==> config.mk <==
export PLATFORM = sky130hd
export DESIGN_NAME = alu_sequencer
export DESIGN_NICKNAME = d
export VERILOG_FILES = /design/src/rtl/alu_pkg.sv /design/src/rtl/alu_sat_counter.sv /design/src/rtl/alu_sequencer.sv
export SDC_FILE = /design/constraint.sdc
export NUM_CORES = 1
export LEC_CHECK = 0
export CAP_MARGIN = 30
export CORE_MARGIN = 2
export CORE_UTILIZATION = 46
export DETAILED_ROUTE_END_ITERATION = 12
export PLACE_DENSITY_LB_ADDON = 0.25
export SLEW_MARGIN = 20
export SYNTH_ARGS = -nofsm -noshare
export SYNTH_HDL_FRONTEND = slang
export SYNTH_SLANG_ARGS = --single-unit
==> constraint.sdc <==
create_clock -name clk -period 1.9 [get_ports clk]
set_input_delay 0.38 -clock clk [delete_from_list [all_inputs] [get_ports clk]]
set_output_delay 0.38 -clock clk [all_outputs]
set_load 0.05 [all_outputs]
==> src/rtl/alu_pkg.sv <==
// alu_pkg: shared ALU op codes, default widths and sequencer state encoding.
package alu_pkg;
    localparam int DW_DEF     = 16;
    localparam int CODE_W_DEF = 3;

    localparam logic [2:0] ALU_PASS = 3'b000;
    localparam logic [2:0] ALU_ADD  = 3'b001;
    localparam logic [2:0] ALU_SUB  = 3'b010;
    localparam logic [2:0] ALU_AND  = 3'b011;
    localparam logic [2:0] ALU_OR   = 3'b100;
    localparam logic [2:0] ALU_XOR  = 3'b101;
    localparam logic [2:0] ALU_NOT  = 3'b110;
    localparam logic [2:0] ALU_SHL  = 3'b111;

    typedef enum logic [2:0] {S_IDLE, S_LO, S_HI, S_INC, S_RESP} state_t;
endpackage

==> src/rtl/alu_sat_counter.sv <==
// alu_sat_counter: saturating event counter, sticks at all-ones.
module alu_sat_counter #(
    parameter int W = 16
) (
    input  logic         clk,
    input  logic         rst_n,
    input  logic         i_inc,
    output logic [W-1:0] o_count
);
    always_ff @(posedge clk or negedge rst_n) begin
        if (!rst_n) o_count <= '0;
        else if (i_inc && !(&o_count)) o_count <= o_count + W'(1);
    end
endmodule

==> src/rtl/alu_sequencer.sv <==
// alu_sequencer: drives a combinational 16-bit ALU over one to three passes per request.
// Optional ALU_SEQ_STATS_EN adds saturating op_count/inc_count outputs.
module alu_sequencer
    import alu_pkg::*;
#(
    parameter int                 DW       = DW_DEF,
    parameter int                 CODE_W   = CODE_W_DEF,
    parameter logic [CODE_W-1:0]  ADD_CODE = CODE_W'(ALU_ADD)
) (
    input  logic              clk,
    input  logic              rst_n,
    input  logic              req_valid,
    output logic              req_ready,
    input  logic [2*DW-1:0]   req_a,
    input  logic [2*DW-1:0]   req_b,
    input  logic [CODE_W-1:0] req_code,
    input  logic              req_wide,
    output logic              rsp_valid,
    input  logic              rsp_ready,
    output logic [2*DW-1:0]   rsp_data,
    output logic              rsp_carry,
    output logic              rsp_zero,
    output logic [DW-1:0]     alu_a,
    output logic [DW-1:0]     alu_b,
    output logic [CODE_W-1:0] alu_code,
    input  logic [DW-1:0]     alu_out,
    input  logic              alu_carry,
    input  logic              alu_zero
`ifdef ALU_SEQ_STATS_EN
    ,
    output logic [15:0]       op_count,
    output logic [15:0]       inc_count
`endif
);
    state_t              r_state;
    logic [2*DW-1:0]     r_a, r_b, r_data;
    logic [CODE_W-1:0]   r_code, r_alu_code;
    logic [DW-1:0]       r_alu_a, r_alu_b;
    logic                r_wide, r_lo_carry, r_lo_zero, r_hi_carry;
    logic                r_req_ready, r_rsp_valid, r_rsp_carry, r_rsp_zero;

    assign req_ready = r_req_ready;
    assign rsp_valid = r_rsp_valid;
    assign rsp_data  = r_data;
    assign rsp_carry = r_rsp_carry;
    assign rsp_zero  = r_rsp_zero;
    assign alu_a     = r_alu_a;
    assign alu_b     = r_alu_b;
    assign alu_code  = r_alu_code;

    // ALU operands are registered one state ahead so they are stable for the whole pass.
    always_ff @(posedge clk or negedge rst_n) begin
        if (!rst_n) begin
            r_state     <= S_IDLE;
            r_a         <= '0;
            r_b         <= '0;
            r_code      <= '0;
            r_wide      <= 1'b0;
            r_data      <= '0;
            r_lo_carry  <= 1'b0;
            r_lo_zero   <= 1'b0;
            r_hi_carry  <= 1'b0;
            r_alu_a     <= '0;
            r_alu_b     <= '0;
            r_alu_code  <= '0;
            r_req_ready <= 1'b1;
            r_rsp_valid <= 1'b0;
            r_rsp_carry <= 1'b0;
            r_rsp_zero  <= 1'b0;
        end else begin
            case (r_state)
                S_IDLE: if (req_valid) begin
                    r_a         <= req_a;
                    r_b         <= req_b;
                    r_code      <= req_code;
                    r_wide      <= req_wide;
                    r_alu_a     <= req_a[DW-1:0];
                    r_alu_b     <= req_b[DW-1:0];
                    r_alu_code  <= req_code;
                    r_req_ready <= 1'b0;
                    r_state     <= S_LO;
                end
                S_LO: begin
                    r_data[DW-1:0] <= alu_out;
                    r_lo_carry     <= alu_carry;
                    r_lo_zero      <= alu_zero;
                    if (r_wide) begin
                        r_alu_a <= r_a[2*DW-1:DW];
                        r_alu_b <= r_b[2*DW-1:DW];
                        r_state <= S_HI;
                    end else begin
                        r_data[2*DW-1:DW] <= '0;
                        r_rsp_carry       <= alu_carry;
                        r_rsp_zero        <= alu_zero;
                        r_rsp_valid       <= 1'b1;
                        r_alu_a           <= '0;
                        r_alu_b           <= '0;
                        r_alu_code        <= '0;
                        r_state           <= S_RESP;
                    end
                end
                S_HI: begin
                    r_data[2*DW-1:DW] <= alu_out;
                    r_hi_carry        <= alu_carry;
                    if (r_code == ADD_CODE && r_lo_carry) begin
                        r_alu_a    <= alu_out;
                        r_alu_b    <= DW'(1);
                        r_alu_code <= ADD_CODE;
                        r_state    <= S_INC;
                    end else begin
                        r_rsp_carry <= alu_carry;
                        r_rsp_zero  <= r_lo_zero & alu_zero;
                        r_rsp_valid <= 1'b1;
                        r_alu_a     <= '0;
                        r_alu_b     <= '0;
                        r_alu_code  <= '0;
                        r_state     <= S_RESP;
                    end
                end
                S_INC: begin
                    r_data[2*DW-1:DW] <= alu_out;
                    r_rsp_carry       <= r_hi_carry | alu_carry;
                    r_rsp_zero        <= r_lo_zero & alu_zero;
                    r_rsp_valid       <= 1'b1;
                    r_alu_a           <= '0;
                    r_alu_b           <= '0;
                    r_alu_code        <= '0;
                    r_state           <= S_RESP;
                end
                S_RESP: if (rsp_ready) begin
                    r_rsp_valid <= 1'b0;
                    r_req_ready <= 1'b1;
                    r_state     <= S_IDLE;
                end
                default: r_state <= S_IDLE;
            endcase
        end
    end

`ifdef ALU_SEQ_STATS_EN
    logic w_op_done, w_inc_pass;
    assign w_op_done  = (r_state == S_RESP) && rsp_ready;
    assign w_inc_pass = (r_state == S_INC);
    alu_sat_counter #(.W(16)) u_op_cnt  (.clk(clk), .rst_n(rst_n), .i_inc(w_op_done),  .o_count(op_count));
    alu_sat_counter #(.W(16)) u_inc_cnt (.clk(clk), .rst_n(rst_n), .i_inc(w_inc_pass), .o_count(inc_count));
`endif
endmodule

==> results of run 1 <==
==> registers in the layout (all words and copies together) (netlist names), 3 cells and up <==
register,cells
r_a,16
alu_code,3
rsp_data,32
alu_a,16
alu_b,16
r_b,16
r_code,3
r_state,3
==> repair_timing <==
action                                  in CTS  in global routing
gates resized for setup                     56                  0
endpoints found under the setup margin      57                  0
hold endpoints to repair                   112                  0
hold buffers                                 1                  0
==> Yosys cell counts, types with 2 or more instances <==
master	count	area (um^2)
sky130_fd_sc_hd__dfrtp_1	112	2800
sky130_fd_sc_hd__mux2_2	55	619
sky130_fd_sc_hd__nand2_1	35	131
sky130_fd_sc_hd__nor2_1	33	124
sky130_fd_sc_hd__a221oi_1	23	201
sky130_fd_sc_hd__a22o_1	18	158
sky130_fd_sc_hd__a221o_1	16	160
sky130_fd_sc_hd__buf_2	13	65.1
sky130_fd_sc_hd__a221oi_2	8	120
sky130_fd_sc_hd__buf_6	7	78.8
sky130_fd_sc_hd__buf_4	6	45.0
sky130_fd_sc_hd__clkbuf_1	4	15.0
sky130_fd_sc_hd__a21oi_1	3	15.0
sky130_fd_sc_hd__inv_1	3	11.3
sky130_fd_sc_hd__nand2b_1	3	18.8
sky130_fd_sc_hd__or2_2	3	18.8
sky130_fd_sc_hd__a22oi_1	2	15.0
sky130_fd_sc_hd__and2_4	2	17.5
sky130_fd_sc_hd__buf_1	2	7.51
sky130_fd_sc_hd__o211a_1	2	20.0
sky130_fd_sc_hd__or2_1	2	12.5
==> per-stage QoR <==
| stage | setup slack [ns] | instances |
|---|---|---|
| final | 0.0985 | 684 |
| after global placement | -0.211 | 650 |
| after detailed placement | -0.225 | 650 |
| after global routing | 0.0532 | 684 |
| after floorplan | 0.308 | 371 |
| after CTS | 0.0808 | 684 |
==> power groups by stage <==
stage	Combinational (W)	Clock, W	Sequential (W)
finish	0.00739	0.00352	0.00437
global route	0.00783	0.00371	0.00450
CTS	0.00744	0.00357	0.00437
detailed placement	0.00775	0	0.00440
global placement	0.00759	0	0.00436
floorplan	0.00288	0	0.00685
==> worst reg2reg max path, delay by kind of cell, from the launching register on <==
family | cells | cell delay [ns]
buffers and inverters | 2 | 0.43
DFF | 1 | 0.37
muxes | 1 | 0.38
and+or+nand+nor | 3 | 0.43
==> per-layer routing <==
layer / part of all wire / global-route usage / up-vias
li1: - / - / 1710
met1: 0.42 / 0.324 / 1904
met2: 0.49 / 0.380 / 162
met3: 0.074 / 0.0638 / 14
met4: 0.016 / 0.0751 / 0
met5: 0 / 0 / -
==> worst max-delay path by stage <==
stage                           from         to  slack, ns  depth (start not counted)
final                       alu_a[3]   alu_a[3]        0.1                          1
after global routing        alu_b[8]   alu_b[8]       0.05                          1
after CTS                   alu_a[3]   alu_a[3]       0.08                          1
after detailed placement   req_valid  alu_b[11]      -0.22                          5
after global placement     req_valid   alu_b[0]      -0.21                          4
after floorplan           r_state[1]    r_a[17]       0.31                          7
==> cells by family (layout without fill, tap and decap cells) <==
logic type / count (synthesis) / in the layout / synth area share
compound gates: 82 / 83 / 0.158
buf+inv: 35 / 211 / 0.0461
mux: 56 / 56 / 0.130
flops: 113 / 113 / 0.585
simple gates: 85 / 85 / 0.0802
==> layout make-up <==
| class | count | area (um^2) | area share |
|---|---|---|---|
| clock inverters | 14 | 236 | 0.0331 |
| flip-flops and latches | 113 | 2830 | 0.396 |
| repair buffers | 176 | 1650 | 0.231 |
| inverters | 3 | 11.3 | 0.00158 |
| multi-input cells | 224 | 1820 | 0.254 |
| clock buffers | 18 | 428 | 0.0599 |
| well taps | 136 | 170 | 0.0238 |
==> reports/metrics.csv, run 1 <==
stage;metric;value;unit
status;status;complete, no violations;
power;power_frac_seq;0.286;
cts;clock-sinks;113;
synth;post_synth_edffs;0;
worst_setup_path;cp.arrival;1.42;ns
cts;path_clk_slew;0.06;ns
final_layout;syn2layout_area_growth;47.7;%
worst_setup_path;timing.rr.start;r_state[0];
worst_setup_path;crit_slowest_cell;sky130_fd_sc_hd__dlygate4sd2_1;
cts;tritoncts;built;
worst_setup_path;timing.critical_path.cells;dlygate4sd2_1;
power;irDropWorstVdd;0.00104;V
route;finalWirelength;12900;um
power;cellLeakagePower;3.20;nW
place;dp_hpwl;8750;um
worst_setup_path;critPathTopFamily;buffers and inverters;
hold_path;timing.hold.worst.class;in -> async;
worst_setup_path;cp.required;1.52;ns
route;via_count;3790;
die;fp-row-count;37;
timing;timing.slew.headroom;0.522;
power;switching_share;0.430;
worst_setup_path;ff2ff_path_depth;6;
synth;synth-seq-cells;113;
final_layout;finish.net_count;625;
cts;post_cts.repair.setup_buffers;0;
power;post-layout-total-power;0.0153;W
synth;mappedNetlistArea;4830;um^2
final_layout;insertedDiodeCount;0;
global_route;grt_pass1_vias;3943;
synth;synth_async_sr_flop_share;1.00;
power;power_switching;0.00657;W
timing;layout_worst_path_cycle_share;0.948;
route;wl_per_cell;18.8;um
power;combinational_group_share_of_total_power;0.484;
cts;cts_buffers;17;
cts;clock_path_buffers;2;
worst_setup_path;worstPathMaxFanout;2;
synth;netlist-cell-type-count;40;
place;place_congestion;0.864;
cts;cts-htree-levels;4;
timing;timing_max_transition_violations_final;0;
die;die-height;107;um
synth;synth.avg_cell_area;13.0;um^2
power;power_report.internal_total;0.00871;W
route;detail_route.drc_violations;0;
synth;postSynthNetCount;461;
place;dpl-instance-area;6520;um^2
run;max_cap_violations;0;
timing;fin_hold_ws;0.428;ns
power;power_density;2140;nW/um^2
die;design.core.area;10300;um^2
route;antenna_violating_nets_left;0;
timing;fin_worst_skew;0.00878;ns
worst_setup_path;crit_path_start_kind;flip-flop;
worst_setup_path;worst_r2r_endpoint;r_a[25];
timing;setup_viol_count_final;0;
power;clock_power_share;0.231;
global_route;gr-usage-all-layers;0.240;
cts;worstSkewPairLatency;0.50;ns
route;number_of_detailed_route_iterations_in_the_first_pass;5;
global_route;grt_pass1_wl;20900;um
synth;post_synth_inst_count;371;
die;die_w;107;um
timing;layout_min_cycle_time;1.80;ns
synth;synth_flop_cell;sky130_fd_sc_hd__dfrtp_1;
synth;synth-warning-count;0;
timing;grt_setup_unrepaired;false;
worst_setup_path;worst-r2r-setup-slack;0.17;ns
synth;yosysSeqAreaShare;0.585;
route;initialDrtViolationCount;239;
die;starting_density_of_the_core;0.470;
final_layout;fill_cells;794;
final_layout;finalCoreUtilization;0.695;
worst_setup_path;timing.critical_path.to_type;output pin;
global_route;grt_remaining_overflow;0;
timing;finalHoldViolCount;0;
worst_setup_path;critPathBufInv;1;
global_route;grt_max_degree;82;
final_layout;leading_cell_type_in_the_layout_fill_and_taps_excluded;sky130_fd_sc_hd__dfrtp_1;
timing;fmaxAchievable;555;MHz
global_route;grt_antenna_before_repair;0;
cts;clockRootBuffer;sky130_fd_sc_hd__clkbuf_8;
worst_setup_path;critPathMaxStageDelay;0.55;ns
route;vias_per_instance;5.54;
timing;setup_tns;0;ns
final_layout;final_cell_area;7140;um^2
worst_setup_path;timing_worst_setup_path_type;reg -> out;
place;placement.io_buffers;160;
final_layout;layout_common_cells;sky130_fd_sc_hd__dfrtp_1 (112), sky130_fd_sc_hd__clkdlybuf4s50_1 (88), sky130_fd_sc_hd__mux2_2 (55), sky130_fd_sc_hd__dlygate4sd2_1 (55), sky130_fd_sc_hd__nand2_1 (35);
die;top_level_ports;161;
final_layout;post_route_cells_drive_above_1_share;0.254;
timing;tightestPinTransition;0.714;ns
die;design.die.area;11300;um^2
Power figures use the tool's default switching activity.
==> run 2, diff against run 1 <==
--- a/config.mk
+++ b/config.mk
@@ -10,7 +10,6 @@
 export CORE_UTILIZATION = 46
 export DETAILED_ROUTE_END_ITERATION = 12
 export PLACE_DENSITY_LB_ADDON = 0.25
-export SLEW_MARGIN = 20
 export SYNTH_ARGS = -nofsm -noshare
 export SYNTH_HDL_FRONTEND = slang
 export SYNTH_SLANG_ARGS = --single-unit
==> constraint.sdc (replaced) <==
create_clock -name clk -period 1.9 [get_ports clk]
set_input_delay 0.285 -clock clk [delete_from_list [all_inputs] [get_ports clk]]
set_output_delay 0.285 -clock clk [all_outputs]
set_load 0.05 [all_outputs]
==> reports/metrics.csv, run 2 (same netlist as run 1, synthesis figures left out) <==
stage;metric;value;unit;change
global_route;gr-usage-all-layers;0.235;;-0.00439
final_layout;finish.net_count;624;;-0.16%
die;fp-row-count;37;;unchanged
global_route;grt_max_degree;65;;-21%
cts;post_cts.repair.setup_buffers;0;;unchanged
power;power_frac_seq;0.295;;+0.009
place;dp_hpwl;8840;um;+1.0%
timing;timing_max_transition_violations_final;0;;unchanged
cts;cts-htree-levels;4;;unchanged
route;detail_route.drc_violations;0;;unchanged
cts;clock_path_buffers;2;;unchanged
die;design.core.area;10300;um^2;unchanged
final_layout;insertedDiodeCount;0;;unchanged
final_layout;syn2layout_area_growth;47.6;%;
worst_setup_path;cp.required;1.62;ns;+0.10 ns
final_layout;max_reg_flops;32;;unchanged
run;max_cap_violations;0;;unchanged
cts;path_clk_slew;0.06;ns;about the same
route;wl_per_cell;18.4;um;-1.9%
global_route;grt_pass1_wl;20500;um;-1.8%
power;switching_share;0.437;;+0.00672
worst_setup_path;critPathBufInv;1;;unchanged
final_layout;post_route_cells_drive_above_1_share;0.225;;-0.0288
worst_setup_path;timing.critical_path.depth;1;;unchanged
timing;layout_worst_path_cycle_share;0.902;;-0.0463
route;vias_per_instance;5.40;;-2.5%
status;status;complete, no violations;;
final_layout;sequential_cell_area;2830;um^2;unchanged
worst_setup_path;timing_worst_setup_path_type;reg -> out;;
worst_setup_path;cp.arrival;1.43;ns;about the same
timing;layout_min_cycle_time;1.71;ns;-0.0879 ns
timing;tightestPinTransition;0.531;ns;-0.183 ns
cts;worstSkewPairLatency;0.50;ns;about the same
cts;clock-sinks;113;;unchanged
cts;clockRootBuffer;sky130_fd_sc_hd__clkbuf_8;;
global_route;grt_remaining_overflow;0;;unchanged
power;irDropWorstVdd;0.00109;V;+4.5%
power;cellLeakagePower;3.19;nW;-0.41%
final_layout;leading_cell_type_in_the_layout_fill_and_taps_excluded;sky130_fd_sc_hd__dfrtp_1;;
worst_setup_path;timing.critical_path.to_type;output pin;;
cts;cts_buffers;17;;unchanged
worst_setup_path;crit_slowest_cell;sky130_fd_sc_hd__dlygate4sd2_1;;
die;starting_density_of_the_core;0.470;;unchanged
worst_setup_path;crit_path_start_kind;flip-flop;;
final_layout;layout_common_cells;sky130_fd_sc_hd__dfrtp_1 (112), sky130_fd_sc_hd__clkdlybuf4s50_1 (88), sky130_fd_sc_hd__dlygate4sd2_1 (70), sky130_fd_sc_hd__mux2_2 (55), sky130_fd_sc_hd__nand2_1 (35);;
power;power_switching;0.00652;W;-0.82%
route;finalWirelength;12600;um;-2.0%
timing;fin_worst_skew;0.00673;ns;-0.00204 ns
power;combinational_group_share_of_total_power;0.487;;+0.003
die;die-height;107;um;unchanged
timing;setup_viol_count_final;0;;unchanged
final_layout;finalCoreUtilization;0.694;;-0.000730
final_layout;multiInputGateArea;1800;um^2;-0.90%
cts;tritoncts;built;;
timing;timing.slew.headroom;0.646;;+0.124
route;antenna_violating_nets_left;0;;unchanged
hold_path;timing.hold.worst.class;in -> async;;
route;via_count;3690;;-2.6%
route;initialDrtViolationCount;150;;-37%
die;design.die.area;11300;um^2;unchanged
timing;fmaxAchievable;584;MHz;+5.1%
die;top_level_ports;161;;unchanged
power;clock_power_share;0.218;;-0.013
global_route;grt_antenna_before_repair;1;;+1
route;number_of_detailed_route_iterations_in_the_first_pass;4;;-1
worst_setup_path;critPathTopFamily;buffers and inverters;;
timing;grt_setup_unrepaired;false;;
timing;setup_tns;0;ns;unchanged
place;placement.io_buffers;160;;unchanged
worst_setup_path;timing.critical_path.cells;dlygate4sd2_1;;
power;power_density;2090;nW/um^2;-2.2%
place;place_congestion;0.826;;-4.4%
worst_setup_path;worstPathMaxFanout;2;;unchanged
die;die_w;107;um;unchanged
final_layout;fill_cells;770;;-3.0%
global_route;grt_pass1_vias;3848;;-2.4%
power;power_report.internal_total;0.00841;W;-3.5%
timing;finalHoldViolCount;0;;unchanged
worst_setup_path;critPathMaxStageDelay;0.57;ns;+0.02 ns
worst_setup_path;ff2ff_path_depth;4;;-2
## run 2: layer usage
layer | GRT usage | up-vias | share of wire
met3 | 0.0748 | 18 | 0.077
li1 | - | 1701 | -
met2 | 0.371 | 148 | 0.48
met4 | 0.0928 | 2 | 0.017
met1 | 0.303 | 1821 | 0.43
met5 | 0 | - | 0.00095
## run 2: area by class of cell
type	instances	share of cell area
Sequential cell	113	0.397
Clock buffer	18	0.0600
Timing Repair Buffer	176	0.239
Tap cell	136	0.0239
Clock inverter	14	0.0265
Multi-Input combinational cell	223	0.252
Inverter	3	0.00158
## run 2: through the flow
step	power (W)	cell area (um^2)	cells	hold WS (ns)	setup slack (ns)
global placement	0.0121	6600	650	0.0986	0.127
CTS	0.0150	7130	683	0.105	0.142
global route	0.0157	7130	683	0.123	0.0940
finish	0.0149	7130	683	0.129	0.186
floorplan	0.00973	4830	371	-0.0106	0.308
detailed placement	0.0122	6600	650	0.0972	0.0834
## run 2: timing repair
| item | 4_1_cts | 5_1_grt |
|---|---|---|
| endpoints found under the hold margin | 112 | 0 |
| hold buffers | 1 | 0 |
| gates resized for setup | 70 | 0 |
| setup endpoints to repair | 70 | 0 |
## run 2: final timing paths
check                      startpoint        end  slack, ns
setup / recovery             alu_a[6]   alu_a[6]       0.19
hold / removal                  rst_n    r_b[27]       0.13
hold reg to reg             r_code[0]  r_code[0]       0.48
setup reg to reg           r_state[2]  alu_a[12]       0.22
min in group clk            req_b[17]    r_b[17]       0.40
max in group asynchronous       rst_n   alu_a[6]       1.24
## run 2: power groups by stage
stage	logic [W]	registers, W	clock network (W)
2_1_floorplan	0.00288	0.00685	0
3_3_place_gp	0.00765	0.00440	0
3_5_place_dp	0.00778	0.00444	0
4_1_cts	0.00731	0.00440	0.00330
5_1_grt	0.00773	0.00455	0.00343
6_report	0.00727	0.00440	0.00326
==> patch: new RTL, config.mk and constraints of run 1 <==
Reset style: synchronous (`rst_n`), changed in one clocked block.
--- a/src/rtl/alu_sequencer.sv
+++ b/src/rtl/alu_sequencer.sv
@@ -49,7 +49,7 @@
     assign alu_code  = r_alu_code;
 
     // ALU operands are registered one state ahead so they are stable for the whole pass.
-    always_ff @(posedge clk or negedge rst_n) begin
+    always_ff @(posedge clk) begin
         if (!rst_n) begin
             r_state     <= S_IDLE;
             r_a         <= '0;
Behaviour: differs if rst_n is asserted again (counterexample within 4 cycles, from zero or initial values and one cycle with rst_n low); with rst_n held inactive, the same outputs for 10 cycles.
==> patch against run 1 <==
  * Final area is 1.9% lower
  * Fmax hardly changed
  * Routed wire length is 9.6% higher
  * Synthesized area down 1.9%
  * Sequential cell count stayed put
  * Setup slack is essentially flat
Power is not compared: it rests on default switching activity, and its combinational part moved more than twofold at a synthesized area within 25%.
==> patch: results (changes against run 1) <==
Routing
  • Initial DRC Count: 265 (was 239)
  • Vias per cell: 5.33 (was 5.54)
  • Post-DR wirelength/cell: 16.4 um (was 18.8 um)
  • Final wirelength: 14100 um (was 12900 um)

Logic synthesis
  • Post-synthesis compound-gate area fraction: 26.7% (was 15.8%)
  • Mux cell area share after synthesis: 0.633% (was 13.0%)
  • Mean post-synth cell area: 8.53 sq um (was 13.0 sq um)
  • Count of cell types in the netlist: 41 (was 40)
  • Asr flop ratio synth: 0% (was 100%)
  • Top FF cell, synth: dfxtp_1 (was dfrtp_1)
  • Post-synth top cells: nand2_1, dfxtp_1, a21oi_1 (was dfrtp_1, mux2_2, nand2_1)
  • Top cells by area, synth: dfxtp_1, nand2_1, a21boi_0 (was dfrtp_1, mux2_2, a221oi_1)
  • Post-synth net total: 646 (was 461)
  • Seq/Total Area, Yosys: 47.7% (was 58.5%)

Finish
  • Non-CTS buffers: 182 (was 176)
  • Filler cells: 809 (was 794)
  • Sequential share of cell area: 32.3% (was 39.6%)
  • Buffering overhead: 24.2% (was 23.1%)
  • Sequential cell count: 113 (unchanged)
  • ClkCell Share: 9.00% (was 9.30%)
  • P&R area growth vs syn: 47.7% (about the same)
  • Register area: 2260 sq um (was 2830 sq um)
  • Multi-In Gates: 379 (was 224)
  • # nets final: 801 (was 625)
  • Inverters: 18 (was 3)
  • Final Core Density: 68.8% (was 69.5%)
  • Layout cells sized above 1: 10.9% (was 25.4%)

GRT
  • First-pass GRT wire length: 23000 um (was 20900 um)
  • Total track usage: 25.8% (was 24.0%)
  • Largest net degree at the start of global routing: 44 (was 82)
  • Number of global-route vias before repair: 4676 (was 3943)

Place
  • Final HPWL from detailed placement: 9870 um (was 8750 um)
  • Final GP Congestion: 0.845 (was 0.864)
  • Dpl ws: 63.1 ps (was -225 ps)
  • Placed cells: 828 (was 650)

Critical path
  • Worst flop-to-flop path startpoint: r_code[1] (was r_state[0])
  • Worst Setup SP: rsp_data[30] (was alu_a[3])
  • Worst R2R End: alu_a[11] (was r_a[25])
  • Worst-case reg-to-reg path depth: 5 (was 6)
  • CP endpoint: rsp_data[30] (was alu_a[3])

CTS
  • CTS Buf Count: 17 (unchanged)
  • Later-pin clock latency in the skew report: 520 ps (was 500 ps)

Outcome
  • Status: finished clean (unchanged)

Timing
  • WHS: 303 ps (was 428 ps)
  • Max Clock Skew: 4.65 ps (was 8.78 ps)
  • Final min period: 1800 ps (about the same)
  • Max_slew headroom: 62.5% (was 52.2%)

Min path
  • Worst min path class: primary input to flop (was primary input to asynchronous set/reset pin)

Power and ir drop
  • P_sw: 0.00201 W
## patch: cell count changes in the layout (fill, tap and decap cells not counted), sizes merged, moves of 27 or more
cell / run 1 / this run
nor2b: 1 / 39
a21boi: 0 / 54
dfxtp: 0 / 113
nor2: 35 / 8
mux2: 56 / 0
nand2: 35 / 133
a21oi: 3 / 67
dfrtp: 112 / 0
a221oi: 31 / 0
## patch: per-layer routing
layer,share of wire (%),vias up,GRT usage [%]
li1,-,2216,-
met1,42,2144,30.8
met2,48,195,43.6
met3,7.1,32,7.36
met4,2.5,0,10.5
met5,0,-,0
## patch: power by group through the flow
stage	clock network (W)	registers [W]	logic, W
2_1_floorplan	0	0.00297	0.000415
3_3_place_gp	0	0.00266	0.00123
3_5_place_dp	0	0.00266	0.00125
4_1_cts	0.00340	0.00261	0.00121
5_1_grt	0.00352	0.00263	0.00130
6_report	0.00337	0.00261	0.00121
## patch: repair_timing
action / CTS / global route
setup endpoints to repair: 61 / 0
resized for setup: 61 / 0
hold buffers: 0 / 0
